`config.mk`:
```
export PLATFORM = sky130hd
export DESIGN_NAME = multiplier_22_flat
export DESIGN_NICKNAME = d
export VERILOG_FILES = /design/src/rtl/multiplier_22_if.sv /design/src/rtl/multiplier_22.sv /design/src/flat_wrapper.sv
export SDC_FILE = /design/constraint.sdc
export NUM_CORES = 1
export LEC_CHECK = 0
export BUFFER_PORTS_ARGS = -buffer_cell sky130_fd_sc_hd__buf_2
export CAP_MARGIN = 20
export CORE_AREA = 4 4 115 117
export CTS_CLUSTER_DIAMETER = 50
export DETAILED_ROUTE_END_ITERATION = 16
export DIE_AREA = 0 0 119 121
export GPL_TIMING_DRIVEN = 0
export PLACE_DENSITY = 0.67
export RECOVER_POWER = 50
export SLEW_MARGIN = 20
export SYNTH_ARGS = -nofsm -noshare
export SYNTH_HDL_FRONTEND = slang
export SYNTH_SLANG_ARGS = --single-unit
```
`constraint.sdc`:
```
create_clock -name clock -period 12 [get_ports clock]
set_clock_uncertainty 0.2 [all_clocks]
set_input_delay 0.6 -clock clock [delete_from_list [all_inputs] [get_ports clock]]
set_output_delay 0.6 -clock clock [all_outputs]
set_load 0.02 [all_outputs]
```
`src/rtl/multiplier_22_if.sv`:
```
// rtl/multiplier_22_if.sv - start/done handshake and operand/result bundle for multiplier_22
interface multiplier_22_if;
    logic        start_sig;
    logic [15:0] a;
    logic [7:0]  b;
    logic [21:0] p;
    logic        done_sig;
    logic        busy;

    modport master (output start_sig, a, b, input p, done_sig, busy);
    modport slave  (input start_sig, a, b, output p, done_sig, busy);
endinterface

```
`src/rtl/multiplier_22.sv`:
```
// rtl/multiplier_22.sv - sequential signed 16x8 shift-add multiplier with FRAC_SHIFT rescale (option MUL22_ROUND_EN)
module multiplier_22 #(
    parameter int FRAC_SHIFT = 2
) (
    input  logic           clock,
    input  logic           rst_n,
    multiplier_22_if.slave bus
);

    generate
        if (FRAC_SHIFT < 2 || FRAC_SHIFT > 8) begin : g_bad_frac_shift
            $error("multiplier_22: FRAC_SHIFT must be in 2..8");
        end
    endgenerate

    typedef enum logic [2:0] {IDLE, LOAD, MUL, SCALE, SIGN, DONE} state_t;

    localparam logic [3:0]  SHIFT_CNT = 4'(FRAC_SHIFT);
    localparam logic [22:0] RND_BIAS  = 23'(1) << (FRAC_SHIFT - 1);

    state_t      state_q, state_d;
    logic        sign_q, sign_d;
    logic [16:0] ma_q, ma_d;
    logic [7:0]  mb_q, mb_d;
    logic [22:0] acc_q, acc_d;
    logic [2:0]  k_q, k_d;
    logic [3:0]  cnt_q, cnt_d;
    logic [21:0] p_q, p_d;

    // Next-state and datapath: operands captured in LOAD, magnitude product built in MUL,
    // rescaled in SCALE, sign restored in SIGN; dropping start_sig always returns to IDLE.
    always_comb begin
        state_d = state_q;
        sign_d  = sign_q;
        ma_d    = ma_q;
        mb_d    = mb_q;
        acc_d   = acc_q;
        k_d     = k_q;
        cnt_d   = cnt_q;
        p_d     = p_q;
        case (state_q)
            IDLE: begin
                if (bus.start_sig) state_d = LOAD;
            end
            LOAD: begin
                sign_d  = bus.a[15] ^ bus.b[7];
                // 17-bit magnitude so that -32768 maps to +32768
                ma_d    = bus.a[15] ? 17'(-{1'b1, bus.a}) : {1'b0, bus.a};
                mb_d    = bus.b[7] ? 8'(-bus.b) : bus.b;
                acc_d   = '0;
                k_d     = '0;
                p_d     = '0;
                state_d = MUL;
            end
            MUL: begin
                if (mb_q[k_q]) acc_d = acc_q + (23'(ma_q) << k_q);
                k_d = 3'(k_q + 3'd1);
                if (k_q == 3'd7) begin
                    cnt_d   = SHIFT_CNT;
                    state_d = SCALE;
                end
            end
            SCALE: begin
`ifdef MUL22_ROUND_EN
                // Half-LSB bias on the magnitude before the first shift rounds half away from zero
                if (cnt_q == SHIFT_CNT) acc_d = (acc_q + RND_BIAS) >> 1;
                else                    acc_d = acc_q >> 1;
`else
                acc_d = acc_q >> 1;
`endif
                cnt_d = cnt_q - 4'd1;
                if (cnt_q == 4'd1) state_d = SIGN;
            end
            SIGN: begin
                // Negating a zero magnitude gives zero, so no sign special case is needed
                p_d     = sign_q ? 22'(-acc_q[21:0]) : acc_q[21:0];
                state_d = DONE;
            end
            DONE: begin
                state_d = DONE;
            end
            default: state_d = IDLE;
        endcase
        if (state_q != IDLE && !bus.start_sig) begin
            state_d = IDLE;
            p_d     = p_q;
        end
    end

    // State and datapath registers with asynchronous clear
    always_ff @(posedge clock or negedge rst_n) begin
        if (!rst_n) begin
            state_q <= IDLE;
            sign_q  <= 1'b0;
            ma_q    <= '0;
            mb_q    <= '0;
            acc_q   <= '0;
            k_q     <= '0;
            cnt_q   <= '0;
            p_q     <= '0;
        end else begin
            state_q <= state_d;
            sign_q  <= sign_d;
            ma_q    <= ma_d;
            mb_q    <= mb_d;
            acc_q   <= acc_d;
            k_q     <= k_d;
            cnt_q   <= cnt_d;
            p_q     <= p_d;
        end
    end

    assign bus.p        = p_q;
    assign bus.done_sig = (state_q == DONE);
    assign bus.busy     = (state_q != IDLE) && (state_q != DONE);

endmodule
```
`src/flat_wrapper.sv`:
```
// flat-port wrapper written by rule: the top's interface ports become plain ports
module multiplier_22_flat 
#(
    parameter int FRAC_SHIFT = 2
)
  (clock, rst_n, bus_start_sig, bus_a, bus_b, bus_p, bus_done_sig, bus_busy);
  multiplier_22_if bus_i ();
  input  logic clock;
  input  logic rst_n;
  input wire logic [$bits(bus_i.start_sig)-1:0] bus_start_sig;
  input wire logic [$bits(bus_i.a)-1:0] bus_a;
  input wire logic [$bits(bus_i.b)-1:0] bus_b;
  output wire logic [$bits(bus_i.p)-1:0] bus_p;
  output wire logic [$bits(bus_i.done_sig)-1:0] bus_done_sig;
  output wire logic [$bits(bus_i.busy)-1:0] bus_busy;
  assign bus_i.start_sig = bus_start_sig;
  assign bus_i.a = bus_a;
  assign bus_i.b = bus_b;
  assign bus_p = bus_i.p;
  assign bus_done_sig = bus_i.done_sig;
  assign bus_busy = bus_i.busy;
  multiplier_22 #(.FRAC_SHIFT(FRAC_SHIFT)) u_core (.clock(clock), .rst_n(rst_n), .bus(bus_i));
endmodule
```
== Word level (Yosys, flattened, before mapping) ==
Cells that the tools add are included.
Word-level totals
  flip-flop bits (word level): 81
  bits of input ports: 27
  output and inout port bits: 24
  word-level logic and storage cells: 61
Operators by class
  add/sub/neg operators: 6
  magnitude comparators: 1
  equal/unequal tests: 13
  shift-type cells: 1
  multiplexer cells: 16
  bitwise operators: 2
  reductions and logical operators: 14
Operators with widths (count)
  case mux 23 bit (3 select lines): 1
  case mux 22 bit (2 select lines): 1
  adder 23 bit: 1
  two-way mux 23 bit: 1
  << shifter 17 x 3 -> 23 bit: 1
  two-way mux 22 bit: 1
  negator 22 bit: 1
  two-way mux 17 bit: 1
  negator 17 bit: 1
  case mux 3 bit (5 select lines): 1
  two-way mux 3 bit: 4
  equality test 3 bit, second input constant: 3
  two-way mux 8 bit: 1
  negator 8 bit: 1
  case mux 4 bit (2 select lines): 1
  equality test 3 x 2 -> 1 bit, second input constant: 2
  != test 3 x 1 -> 1 bit, second input constant: 2
  case mux 3 bit (2 select lines): 1
  AND reduction 2 bit: 3
  nonzero test 2 bit: 3
  nonzero test 3 bit: 2
  equality test 4 x 1 -> 1 bit, second input constant: 1
  less-than comparator 3 x 4 -> 1 bit, second input constant: 1
  two-way mux 4 bit: 1
  other kinds (15): 17

== Logic depth before layout (Yosys ltp) ==
  depth after elaboration: 4
  depth in mapped cells: 15
  gate-level depth less buffers: 13

== Worst setup path before layout ==
No wires, ideal clock.
  path type: register to register
  start: reg u_core.k_q[0]
  end: reg u_core.acc_q[19]
  library setup time: 0.122 ns
  arrival time: 3.683 ns
  data required time: 11.678 ns
  setup slack: 7.996 ns
  stages on the path, launching flop included: 15
  path buffers: 3
  clock period less this slack: 4.004 ns
  path through: dfrtp_1 -> clkbuf_1 -> clkbuf_1 -> buf_1 -> mux2i_1 -> nand2_1 -> o211ai_1 -> o21ai_0 -> ha_1 -> a21o_1 -> a41oi_1 -> nand2_1 -> o41ai_1 -> mux2_2 -> a32o_1
Between the ends
  cells in the longest elaborated chain, start to end: 4
  elaborated cells on any way between the ends: 8
  those cells by class: 1 x add/sub; 1 x eq/ne; 1 x shift; 4 x mux; 1 x reduce/logical
Ends and longest elaborated chain
  start: declaration: RTL line multiplier_22.sv:26  | logic [2:0] k_q, k_d;
  start signal: assignment: RTL line multiplier_22.sv:107  | k_q <= k_d;
  << shifter 17 x 3 -> 23 bit or binary-select mux 1 bit (select 3 bit) (tied branches): RTL line multiplier_22.sv:56  | if (mb_q[k_q]) acc_d = acc_q + (23'(ma_q) << k_q);
  adder 23 bit or two-way mux 1 bit (tied branches): RTL line multiplier_22.sv:56
  two-way mux 23 bit or != test 2 x 1 -> 1 bit (tied branches)
  case mux 23 bit (3 select lines) or AND reduction 2 bit (tied branches)
  end signal: assignment: RTL line multiplier_22.sv:97  | acc_q <= '0;
  end signal: assignment: RTL line multiplier_22.sv:106  | acc_q <= acc_d;
  end: declaration: RTL line multiplier_22.sv:25  | logic [22:0] acc_q, acc_d;
Several ways; a longest one is shown, not always the timed one. The select of a mux whose other input is x is not followed.
A chain may end at the register's enable or synchronous reset.

== Worst setup path after layout ==
  start: reg u_core.k_q[0]
  end: reg u_core.acc_q[18]
The elaborated chain is that of the path after synthesis.

==> out/metrics.cfg <==
[setup_path]
cpPeakStageDelay_ps = 800
critPathBufInv = 3
end_kind = flop
rr_startpoint = u_core.k_q[0]
reg2reg_depth = 15
cpMaxStageDelayCell = a211oi_1
crit_top_cell = o21ai_0
cp_max_fo = 10
worstPathArrival_ps = 5030
path_class = reg -> reg
setup.worst_path.start_class = flop
regToRegSetupSlack_ps = 7000
required_ps = 12030
r2r_end = u_core.acc_q[18]
path_cells = clkbuf_1 > clkbuf_1 > buf_1 > mux2i_1 > nand2_1 > o21ai_0 > o22ai_1 > ha_1 > o21ai_0 > o21bai_1 > o221ai_1 > a211oi_1 > o21ai_0 > mux2i_1 > nand2_1
critPathTopFamily = compound AO/OA/AOI/OAI gates

[routing]
drc = 0
routedWlPerCell_um = 16.31
vias_per_cell = 5.702
drtIter0Drc = 370
ant_nets = 0
drtPass1Iterations = 6
vias = 5388
routed_wl_um = 15410

[sta]
tns_ps = 0
finalSetupViolCount = 0
maxSlewViolCount = 84
fin_crit_sh_pct = 41.66
hold_viol_final = 0
relSlewSlack_pct = -68.74
setup_ws_ps = 7001
worst_pin_slew_ps = 2531
fin_crit_ps = 4999
fmax_mhz = 200.0
rsz0062_at_grt = no

[status]
status = finished, violations left
violations = capacitance limit, slew limit

[logic_synthesis]
yosys-top-cells-area = dfrtp_1 34%, xor2_1 6.3%, nand2_1 6.3%
yosys_warnings = 0
synth_nets = 764
ys_types = 62
synth_edf_count = 0
synthDominantCellAreaShare_pct = 34.07
netlist_area_mm2 = 0.005949
postSynthCellCount = 707
synth.largest_area_cell = dfrtp_1
ys_seq_area_share_pct = 34.07
async_reset_ff_share_pct = 100.0
dominantRegCellSynth = dfrtp_1
ys_ff_latch = 81
synth_area_per_cell_um2 = 8.415

[cts]
ctsLongestPathBuffers = 2
cts-root-buf = clkbuf_16
cts_htree_levels = 3
clock-sinks = 81
cts_tree = done
numCtsBuffers = 9
post_cts_buffers = 0
path_clk_slew_ps = 70
cts-resized-gates = 0
ctsHoldBuffers = 0
clkLatencyLatePin_ps = 350

[floorplan]
initial_utilization_pct = 48.12
std_cell_rows = 41
die_w_um = 119
design.core.area_mm2 = 0.01236
die-area_mm2 = 0.01440
fp.dieH_um = 121
io_pins = 51

[global_route]
grt_max_degree = 49
grt_pass1_wl_um = 25290
track_usage_pct = 21.72
grtUsageMet2_pct = 38.78
busiest_layer = met2
use_met3_pct = 3.030
grt_pass1_vias = 5263
overflow = 0
antenna_found_initial = 0
met1_usage_pct = 26.65

[cells_and_area]
diodes = 0
area_growth_pct = 13.08
layout.nets = 825
layout-drive-gt1-share_pct = 10.87

[min_path]
holdPathStages = 2
holdPathEnd = u_core.bus.p[16]
min_from = u_core.bus.p[16]
hold_path_class = reg -> reg

[pwr]
peakVddDrop_mv = 0.09578
pwr_density_cell_mw_per_mm2 = 259.3
p_leak_uw = 0.003043

[placed_design]
dp_hpwl_um = 12270
portBuffers = 49
place_congestion = 0.9665
dp_slack_ps = 7165

[job]
cap_violations = 2

[layout make-up]
class                   count  area, µm²
plain buffers              35      135.1
clock buffers              10      239.0
clock inverters             6      91.34
fillers                  1183       5635
inverters                  16      60.06
multi-input cells         575       3727
flip-flops and latches     81       2027
well taps                 172      215.2
repair buffers             50      232.7
[how the worst max path moves through the flow]
| stage | start | endpoint | cells past startpoint | slack [ps] |
|---|---|---|---|---|
| global route | u_core.k_q[0] | u_core.acc_q[18] | 15 | 6630 |
| finish | u_core.k_q[0] | u_core.acc_q[18] | 15 | 7000 |
| global placement | u_core.k_q[0] | u_core.acc_q[22] | 15 | 7230 |
| floorplan | u_core.k_q[0] | u_core.acc_q[19] | 14 | 8000 |
| CTS | u_core.k_q[0] | u_core.acc_q[22] | 15 | 7120 |
| detailed placement | u_core.k_q[0] | u_core.acc_q[22] | 15 | 7170 |
[power breakdown]
part | leakage (µW) | internal [µW] | switching (µW)
registers | 0.00104 | 340 | 78.9
clock network | 0.000163 | 189 | 117
logic | 0.00185 | 424 | 595
total | 0.00304 | 953 | 792
[state kept, by name (all words and copies together) (netlist names)]
name / cells
u_core.acc_q: 23
u_core.bus.p: 22
u_core.ma_q: 17
u_core.mb_q: 8
u_core.cnt_q: 4
u_core.k_q: 3
u_core.state_q: 3
u_core.sign_q: 1
[cell families after synthesis]
logic type,after synthesis,share of synthesized area (%)
compound gates,224,23.91
xor+xnor,53,7.802
simple gates,234,17.81
fa+ha+maj,30,6.435
buf+inv,51,3.281
flops,81,34.07
mux,34,6.688
[per-layer routing]
layer,wire [µm],vias to the layer above
met2,7656,148
li1,-,2682
met1,6794,2537
met5,0,-
met3,669,21
met4,288,0
[cells in the final DEF (no fill, tap or decap), drive strengths merged, types with 7 or more instances in the layout]
cell type and instances:
a21o 7, a21oi 49, a22o 10, a22oi 7, buf 44, clkbuf 51
dfrtp 81, ha 29, inv 16, mux2 16, mux2i 15, nand2 100
nand3 8, nor2 66, nor2b 7, nor3 17, o211ai 8, o21ai 73
o21bai 7, o31ai 20, xnor2 10, xor2 43
[synthesized netlist by cell type (4+ instances only)]
cell,n
or3_1,5
o21ai_0,70
nand2b_1,4
a22oi_1,7
a22o_1,10
mux2_2,16
nor3_1,17
and3_1,4
a31oi_1,4
xor2_1,43
inv_1,16
a21oi_1,49
dfrtp_1,81
ha_1,29
clkbuf_1,27
mux2i_1,15
o21a_1,5
nand3_1,7
o211ai_1,8
a21o_1,7
nor2_1,65
and2_1,6
o21bai_1,7
xnor2_1,10
a211oi_1,6
nor2b_1,7
or4_1,4
nand2_1,100
buf_1,5
o31ai_1,18
o41ai_1,4
[worst min-delay path, stage by stage, from the launching register on]
cell,delay (ps)
dfrtp_1,340
nand2_1,50
o21ai_0,60
[through the flow]
| step | util (%) | cell area (µm²) | total power (µW) | hold WS, ps | instances |
|---|---|---|---|---|---|
| 2_1_floorplan | - | 5949 | 1207 | 104.4 | 707 |
| 3_3_place_gp | 51.85 | 6410 | 1401 | 258.4 | 928 |
| 3_5_place_dp | 52.09 | 6440 | 1432 | 268.7 | 929 |
| 4_1_cts | 54.76 | 6770 | 1742 | 17.07 | 945 |
| 5_1_grt | 54.42 | 6728 | 1892 | 308.3 | 945 |
| 6_report | 54.42 | 6728 | 1744 | 279.6 | 945 |
Power figures use the tool's default switching activity.
